==> config.mk <==
export PLATFORM = sky130hd
export DESIGN_NAME = ms13_peer
export DESIGN_NICKNAME = d
export VERILOG_FILES = /design/src/rtl/ms13_peer.sv
export SDC_FILE = /design/constraint.sdc
export NUM_CORES = 1
export LEC_CHECK = 0
export CORE_UTILIZATION = 52
export CTS_BUF_LIST = sky130_fd_sc_hd__clkbuf_2 sky130_fd_sc_hd__clkbuf_4 sky130_fd_sc_hd__clkbuf_8
export DETAILED_ROUTE_END_ITERATION = 8
export PLACE_DENSITY = 0.87
export SLEW_MARGIN = 25
export SYNTH_ARGS = -nofsm -noshare
export SYNTH_HDL_FRONTEND = slang
export SYNTH_SLANG_ARGS = --single-unit
export TNS_END_PERCENT = 100
==> constraint.sdc <==
create_clock -name clk -period 3.3 [get_ports clk]
set_clock_uncertainty 0.05 [all_clocks]
set_input_delay 0.825 -clock clk [delete_from_list [all_inputs] [get_ports clk]]
set_output_delay 0.825 -clock clk [all_outputs]
set_load 0.005 [all_outputs]
==> src/rtl/ms13_peer.sv <==
// ms13_peer: far-side counterpart for the TestMasterSlave13 port group.
// Captures notified master values into a FIFO and keeps a running sum of them.
// Each queued value is replayed as two slave-input phases with one-cycle syncs.
//
// state | meaning
// SEC_A | idle; pop the head and emit phase 1 once the FIFO has data
// SEC_B | phase 2: emit hold + s_in
// SEC_C | phase 2 done; pop the next value straight away, or return to idle
module ms13_peer #(
  parameter int                 DEPTH  = 4,
  parameter logic signed [31:0] OFFSET = 32'sd1,
  localparam int                CW     = $clog2(DEPTH + 1)
) (
  input  logic          clk,
  input  logic          rst,
  input  logic [31:0]   m_in_data,
  input  logic          m_in_notify,
  output logic [31:0]   m_out_data,
  output logic [31:0]   s_out1,
  output logic          s_out1_sync,
  output logic [31:0]   s_out2,
  output logic          s_out2_sync,
  input  logic [31:0]   s_in,
  output logic [CW-1:0] count,
  output logic          overflow
);

  localparam int PW = (DEPTH > 1) ? $clog2(DEPTH) : 1;
  localparam logic [CW-1:0] DEPTH_C = CW'(DEPTH);

  typedef enum logic [1:0] {SEC_A = 2'd0, SEC_B = 2'd1, SEC_C = 2'd2} state_e;

  state_e        state_q, state_d;
  logic [31:0]   mem_q [DEPTH];
  logic [31:0]   mem_d [DEPTH];
  logic [PW-1:0] wr_ptr_q, wr_ptr_d, rd_ptr_q, rd_ptr_d;
  logic [CW-1:0] count_q, count_d;
  logic [31:0]   hold_q, hold_d;
  logic [31:0]   sum_q, sum_d;
  logic [31:0]   s_out1_q, s_out1_d, s_out2_q, s_out2_d;
  logic          s1_sync_q, s1_sync_d, s2_sync_q, s2_sync_d;
  logic          overflow_q, overflow_d;
  logic          pop, push;

  // State register.
  always_ff @(posedge clk) begin
    if (rst) state_q <= SEC_A;
    else     state_q <= state_d;
  end

  // Next-state: A and C both start a new value when data is queued.
  always_comb begin
    state_d = state_q;
    case (state_q)
      SEC_A:   state_d = (count_q != '0) ? SEC_B : SEC_A;
      SEC_B:   state_d = SEC_C;
      SEC_C:   state_d = (count_q != '0) ? SEC_B : SEC_A;
      default: state_d = SEC_A;
    endcase
  end

  // FSM outputs: pop the head for phase 1, or emit phase 2 from the hold value.
  always_comb begin
    pop       = 1'b0;
    hold_d    = hold_q;
    s_out1_d  = s_out1_q;
    s1_sync_d = 1'b0;
    s_out2_d  = s_out2_q;
    s2_sync_d = 1'b0;
    case (state_q)
      SEC_A, SEC_C: begin
        if (count_q != '0) begin
          pop       = 1'b1;
          hold_d    = mem_q[rd_ptr_q];
          s_out1_d  = mem_q[rd_ptr_q] + OFFSET;
          s1_sync_d = 1'b1;
        end
      end
      SEC_B: begin
        s_out2_d  = hold_q + s_in;
        s2_sync_d = 1'b1;
      end
      default: ;
    endcase
  end

  // FIFO bookkeeping; a full FIFO still accepts when the head leaves this cycle.
  always_comb begin
    push       = m_in_notify && ((count_q < DEPTH_C) || pop);
    overflow_d = overflow_q | (m_in_notify & ~push);
    sum_d      = push ? (sum_q + m_in_data) : sum_q;
    mem_d      = mem_q;
    wr_ptr_d   = wr_ptr_q;
    rd_ptr_d   = rd_ptr_q;
    count_d    = count_q;
    if (push) begin
      mem_d[wr_ptr_q] = m_in_data;
      wr_ptr_d        = wr_ptr_q + PW'(1);
    end
    if (pop) rd_ptr_d = rd_ptr_q + PW'(1);
    case ({push, pop})
      2'b10:   count_d = count_q + CW'(1);
      2'b01:   count_d = count_q - CW'(1);
      default: count_d = count_q;
    endcase
  end

  // FIFO storage needs no reset; occupancy and pointers define validity.
  always_ff @(posedge clk) begin
    mem_q <= mem_d;
  end

  // Datapath and output registers.
  always_ff @(posedge clk) begin
    if (rst) begin
      wr_ptr_q   <= '0;
      rd_ptr_q   <= '0;
      count_q    <= '0;
      hold_q     <= '0;
      sum_q      <= '0;
      s_out1_q   <= '0;
      s_out2_q   <= '0;
      s1_sync_q  <= 1'b0;
      s2_sync_q  <= 1'b0;
      overflow_q <= 1'b0;
    end else begin
      wr_ptr_q   <= wr_ptr_d;
      rd_ptr_q   <= rd_ptr_d;
      count_q    <= count_d;
      hold_q     <= hold_d;
      sum_q      <= sum_d;
      s_out1_q   <= s_out1_d;
      s_out2_q   <= s_out2_d;
      s1_sync_q  <= s1_sync_d;
      s2_sync_q  <= s2_sync_d;
      overflow_q <= overflow_d;
    end
  end

  assign m_out_data  = sum_q;
  assign s_out1      = s_out1_q;
  assign s_out1_sync = s1_sync_q;
  assign s_out2      = s_out2_q;
  assign s_out2_sync = s2_sync_q;
  assign count       = count_q;
  assign overflow    = overflow_q;

endmodule

# Word-level counts from Yosys, hierarchy flattened
# Cells that the tools add are included.
# op_classes
addsub	7
n_mul	0
n_div	0
magnitude_cmp	4
eq_ne	4
n_shift	0
mux	12
bitwise_logic	5
reduce_logical	8
# op_table
cell	n
bitwise mux 128 bit	1
two-way mux 32 bit	3
adder 32 bit	2
binary-select mux 32 bit (select 2 bit)	1
demux 32 bit (select 2 bit)	1
adder 32 x 1 -> 32 bit (second input constant)	1
greater-or-equal comparator 3 bit (second input constant)	2
inverter 2 -> 3 bit	2
one-hot mux 3 bit (2 select lines)	1
adder 2 x 1 -> 2 bit (second input constant)	2
== test 2 x 1 -> 1 bit (second input constant)	2
== test 2 bit (second input constant)	2
two-way mux 1 bit	4
one-hot mux 2 bit (2 select lines)	1
adder 3 x 1 -> 3 bit (second input constant)	1
less-than comparator 3 x 1 -> 1 bit (second input constant)	1
less-than comparator 3 bit (second input constant)	1
nonzero test 3 bit	1
subtractor 3 x 1 -> 3 bit (second input constant)	1
logical AND 1 bit	2
logical NOT 2 bit	1
AND reduction 2 bit	1
nonzero test 2 bit	1
OR reduction 2 bit	1
4 further kinds	4
# word_totals
regBits	268
latchBits	0
ram_bits	0
romBits	0
input_bits	67
out_inout_bits	102
wordCells	55
mem_count	0

# Logic depth before layout (Yosys ltp)
# logic_depth
ltp_word	8
ltp_mapped	12
depth_no_buf	12

# Worst setup path after synthesis
# No wires, ideal clock.
# synth_path
path_kind	input -> register
from	in s_in[3]
to	reg s_out2_q[31] (netlist: s_out2[31])
setup_ps	131
arrival_ps	3066
t_required_ps	3119
setup_slack_ps	53
path_stages	11
cell_sequence	ha_1 a21o_1 a21oi_1 a21oi_1 o31a_1 a21oi_1 a21oi_1 o41a_1 a221oi_1 mux2i_1 o22ai_1
# synth_via
elab_chain_cells	1
# synth_rtl
element	line_no	rtl
from (decl)	23	input logic [31:0] s_in,
adder 32 bit	80	s_out2_d = hold_q + s_in;
to (signal assigned)	133	s_out2_q <= s_out2_d;
to (decl)	40	logic [31:0] s_out1_q, s_out1_d, s_out2_q, s_out2_d;
# Every way passes these cells.
# A chain may end at the register's enable or synchronous reset.

# Worst setup path after layout
# layout_path
from	in s_in[0]
to	reg s_out2_q[20] (netlist: s_out2[20])
# The elaborated chain is that of the path after synthesis.

==> results.md <==
* Status: finished, final reports clean
* GPL Wtd Cong at 0.945
* Worst path required time at 3720 ps
* Number of DRC markers in iteration 0 at 669
* Asr flop ratio synth at 0
* Total routed wirelength at 32.0 mm
* # DRC at 0
* CTS root buf: clkbuf_8
* Gr busiest metal: met2
* Final ANT Viol Nets at 0
* Final setup margin at 80.3 ps
* Avg Synthesized Cell Area at 10.5 sq um
* Largest area contributor in the netlist: edfxtp_1
* Number of synthesized flops with an enable pin at 128
* Worst EP arrival at 3630 ps
* Sequential share of the synthesized area at 0.506
* WL/cell at 16.5 um
* Mapped Nets at 1387
* Vias per inst at 5.52
* Crit-path max FO at 2
* Total GRT Usage at 0.246
* Yosys reg bits at 268
* Period utilization at 0.976
* # clock sinks at 268
* Peak supply drop at 0.000438 V
* Critical path class: input port to register
* Area contributors post-synth: edfxtp_1 29%, dfxtp_1 21%, ha_1 6.5%, a21oi_1 5.6%, nand2_1 5.6%
* Vias at 10695
* DIE HEIGHT at 161 um
* Vias in the first global route at 10461
* Starting Density at 0.536
* Area Growth Syn to Fin at 31.6%
* Die area at 25900 sq um
* CTS Hold Buffers Added at 0
* Final core utilization at 0.705
* GRT Residual Overflow at 0
* First-pass DRT Iterations at 5
* Row cnt at 57
* Mapped cell area at 13100 sq um
* Reg2Reg Setup Slack at 370 ps
* CTS H-Tree Depth at 2
* Leakage Power at 6.92 nW
* Final instance area at 17300 sq um
* Place WS at -742 ps
* Layout cells sized above 1 at 0.187
* Startpoint Class: input port
* Placed Area at 16300 sq um
* Layout Nets at 1719
* Die W at 161 um
* Core ar. at 24500 sq um
* Setup Viol. Count Final at 0
* Met1 usage at 0.320
* Initial antenna violation count at 0
* Max-slew violations at 0
* Post-synth top flop: dfxtp_1
* Pwr Total at 13.5 mW
* CTS tree: done
* Final hold vios at 0
* Hold crit path type: register to register
* Dpl hpwl at 23.5 mm
* Clock latency on the worst-skew pair at 550 ps
* Met3 usage at 0.0385
* Crit end category: register
* # port buffers at 168
* Max Fclk at 0.311 GHz
* Met2 Resource Use GR at 0.418
* Max clock buf depth at 3
* Post-synthesis cell count at 1249
* Crit path time final at 3220 ps
* Worst Max-Slew Pin Slew at 683 ps
* RSZ-0062 raised after global routing: yes
* Relative slew slack at 0.545
* # IOs at 169
* PD cells at 780 nW/um^2
* Total CTS buffers at 44
* Synth top area share at 0.293
* Yosys cell types at 70
* Warnings, synthesis at 0
* Diodes inserted at 0
* Clock-pin slew on the worst setup and hold paths at 60 ps
* Largest net degree at the start of global routing at 78
* Global-route wire length before repair at 51.3 mm
* Total of max-cap violations at 0
==> cell usage after synthesis (3+ instances only) <==
cell        n
ha_1       68
o21ai_0    59
a211oi_1   25
buf_4       3
mux4_1     11
nand2_1   197
buf_6       3
a21o_1     31
a21oi_1   148
a22o_1      4
and2_1      8
nand3_1    28
and3_1     22
inv_1      22
or3_1       9
o31a_1      4
nor2_1     76
buf_1       3
nand2b_1   11
clkbuf_1   44
a211o_1     3
o21bai_1    8
o211ai_1    4
a31oi_1     7
xor2_1     33
edfxtp_1  128
mux4_2     21
o21a_1      5
nor3_1      8
nand4_1     4
a311oi_1    6
nor2b_1    11
dfxtp_1   140
fa_1        3
xnor2_1    46
mux2i_1     3
==> metal layers <==
metal  part of all wire  wire length, um
met1               0.44            14000
met2               0.48            15300
met3              0.061             1960
met4              0.024              781
met5                  0                0
==> sequential cells by signal, summed over array words and instances (netlist names) <==
register     cells
s_out1_sync      1
wr_ptr_q         2
hold_q          32
count            3
s_out1          32
s_out2_sync      1
state_q          2
rd_ptr_q         2
overflow         1
s_out2          32
mem_q          128
m_out_data      32
==> power by group <==
| part | switching [mW] | total [mW] | internal, mW | leakage [nW] |
|---|---|---|---|---|
| combinational | 2.93 | 5.83 | 2.90 | 4.10 |
| clock | 1.29 | 3.03 | 1.73 | 0.502 |
| sequential | 0.453 | 4.63 | 4.18 | 2.33 |
==> metrics by stage <==
step / setup TNS (ps) / hold WS, ps / std cells
after floorplan: 0 / 390 / 1249
after global placement: -10890 / 389 / 1858
after detailed placement: -14260 / 397 / 1858
after CTS: 0 / 403 / 1938
after global routing: -23.4 / 422 / 1939
final: 0 / 402 / 1939
==> final timing paths <==
check | startpoint | end | cells after the start
hold / removal | s_out2[15]$_SDFFE_PP0P_ | s_out2[15]$_SDFFE_PP0P_ | 2
setup / recovery | s_in[0] | s_out2[20]$_SDFFE_PP0P_ | 13
hold reg to reg | s_out2[15]$_SDFFE_PP0P_ | s_out2[15]$_SDFFE_PP0P_ | 2
setup reg to reg | rd_ptr_q[0]$_SDFFE_PP0P_ | s_out1[27]$_SDFFE_PP0P_ | 8
==> cells in the final DEF, fill, tap and decap left out, drive strengths merged, types with 3 or more instances in the layout <==
cell,Yosys,layout
nor2,77,77
and2,10,10
a21oi,148,148
clkinv,1,12
o21bai,8,8
a22o,4,4
or3,9,9
nand2b,11,11
nand3,28,28
mux4,32,32
nand4,4,4
a211o,3,3
nand2,198,198
o21ai,59,59
a21o,31,31
xor2,33,33
buf,11,174
a311oi,6,6
o31a,4,4
mux2i,3,3
ha,68,68
o21a,5,5
nor2b,11,11
fa,3,3
xnor2,46,46
a31oi,7,7
a211oi,25,25
inv,22,24
edfxtp,128,128
clkdlybuf4s50,0,167
o211ai,4,4
clkbuf,44,64
nor3,10,10
dfxtp,140,140
and3,23,23
==> logic make-up after synthesis <==
family | synth area share
adders and majority gates | 0.0693
and+or+nand+nor | 0.136
AOI/OAI and AO/OA | 0.149
DFF | 0.506
xor gates and xnor gates | 0.0527
muxes | 0.0603
buffers and inverters | 0.0269
==> critical path, stage by stage <==
cell             delay (ps)
clkdlybuf4s50_1         420
ha_1                    230
fa_1                    410
a21o_1                  200
a21oi_1                 190
o21ai_1                 120
a21oi_1                 250
o41ai_1                 140
a221o_1                 340
a21oi_1                 170
xnor2_1                 130
nand2_1                  70
a21oi_1                 150
==> layout make-up <==
cell class              instances  area [sq um]
inverters                      23          86.3
clock inverters                16           133
repair buffers                341          3000
multi-input cells             903          6210
well taps                     324           405
flip-flops and latches        268          6650
fillers                      1775          7240
clock buffers                  64           806
==> what timing repair did <==
item	in CTS	in global routing
resized for setup	8	18
pin swaps	3	9
endpoints found under the setup margin	4	17
setup buffers	0	1
Power figures use the tool's default switching activity.
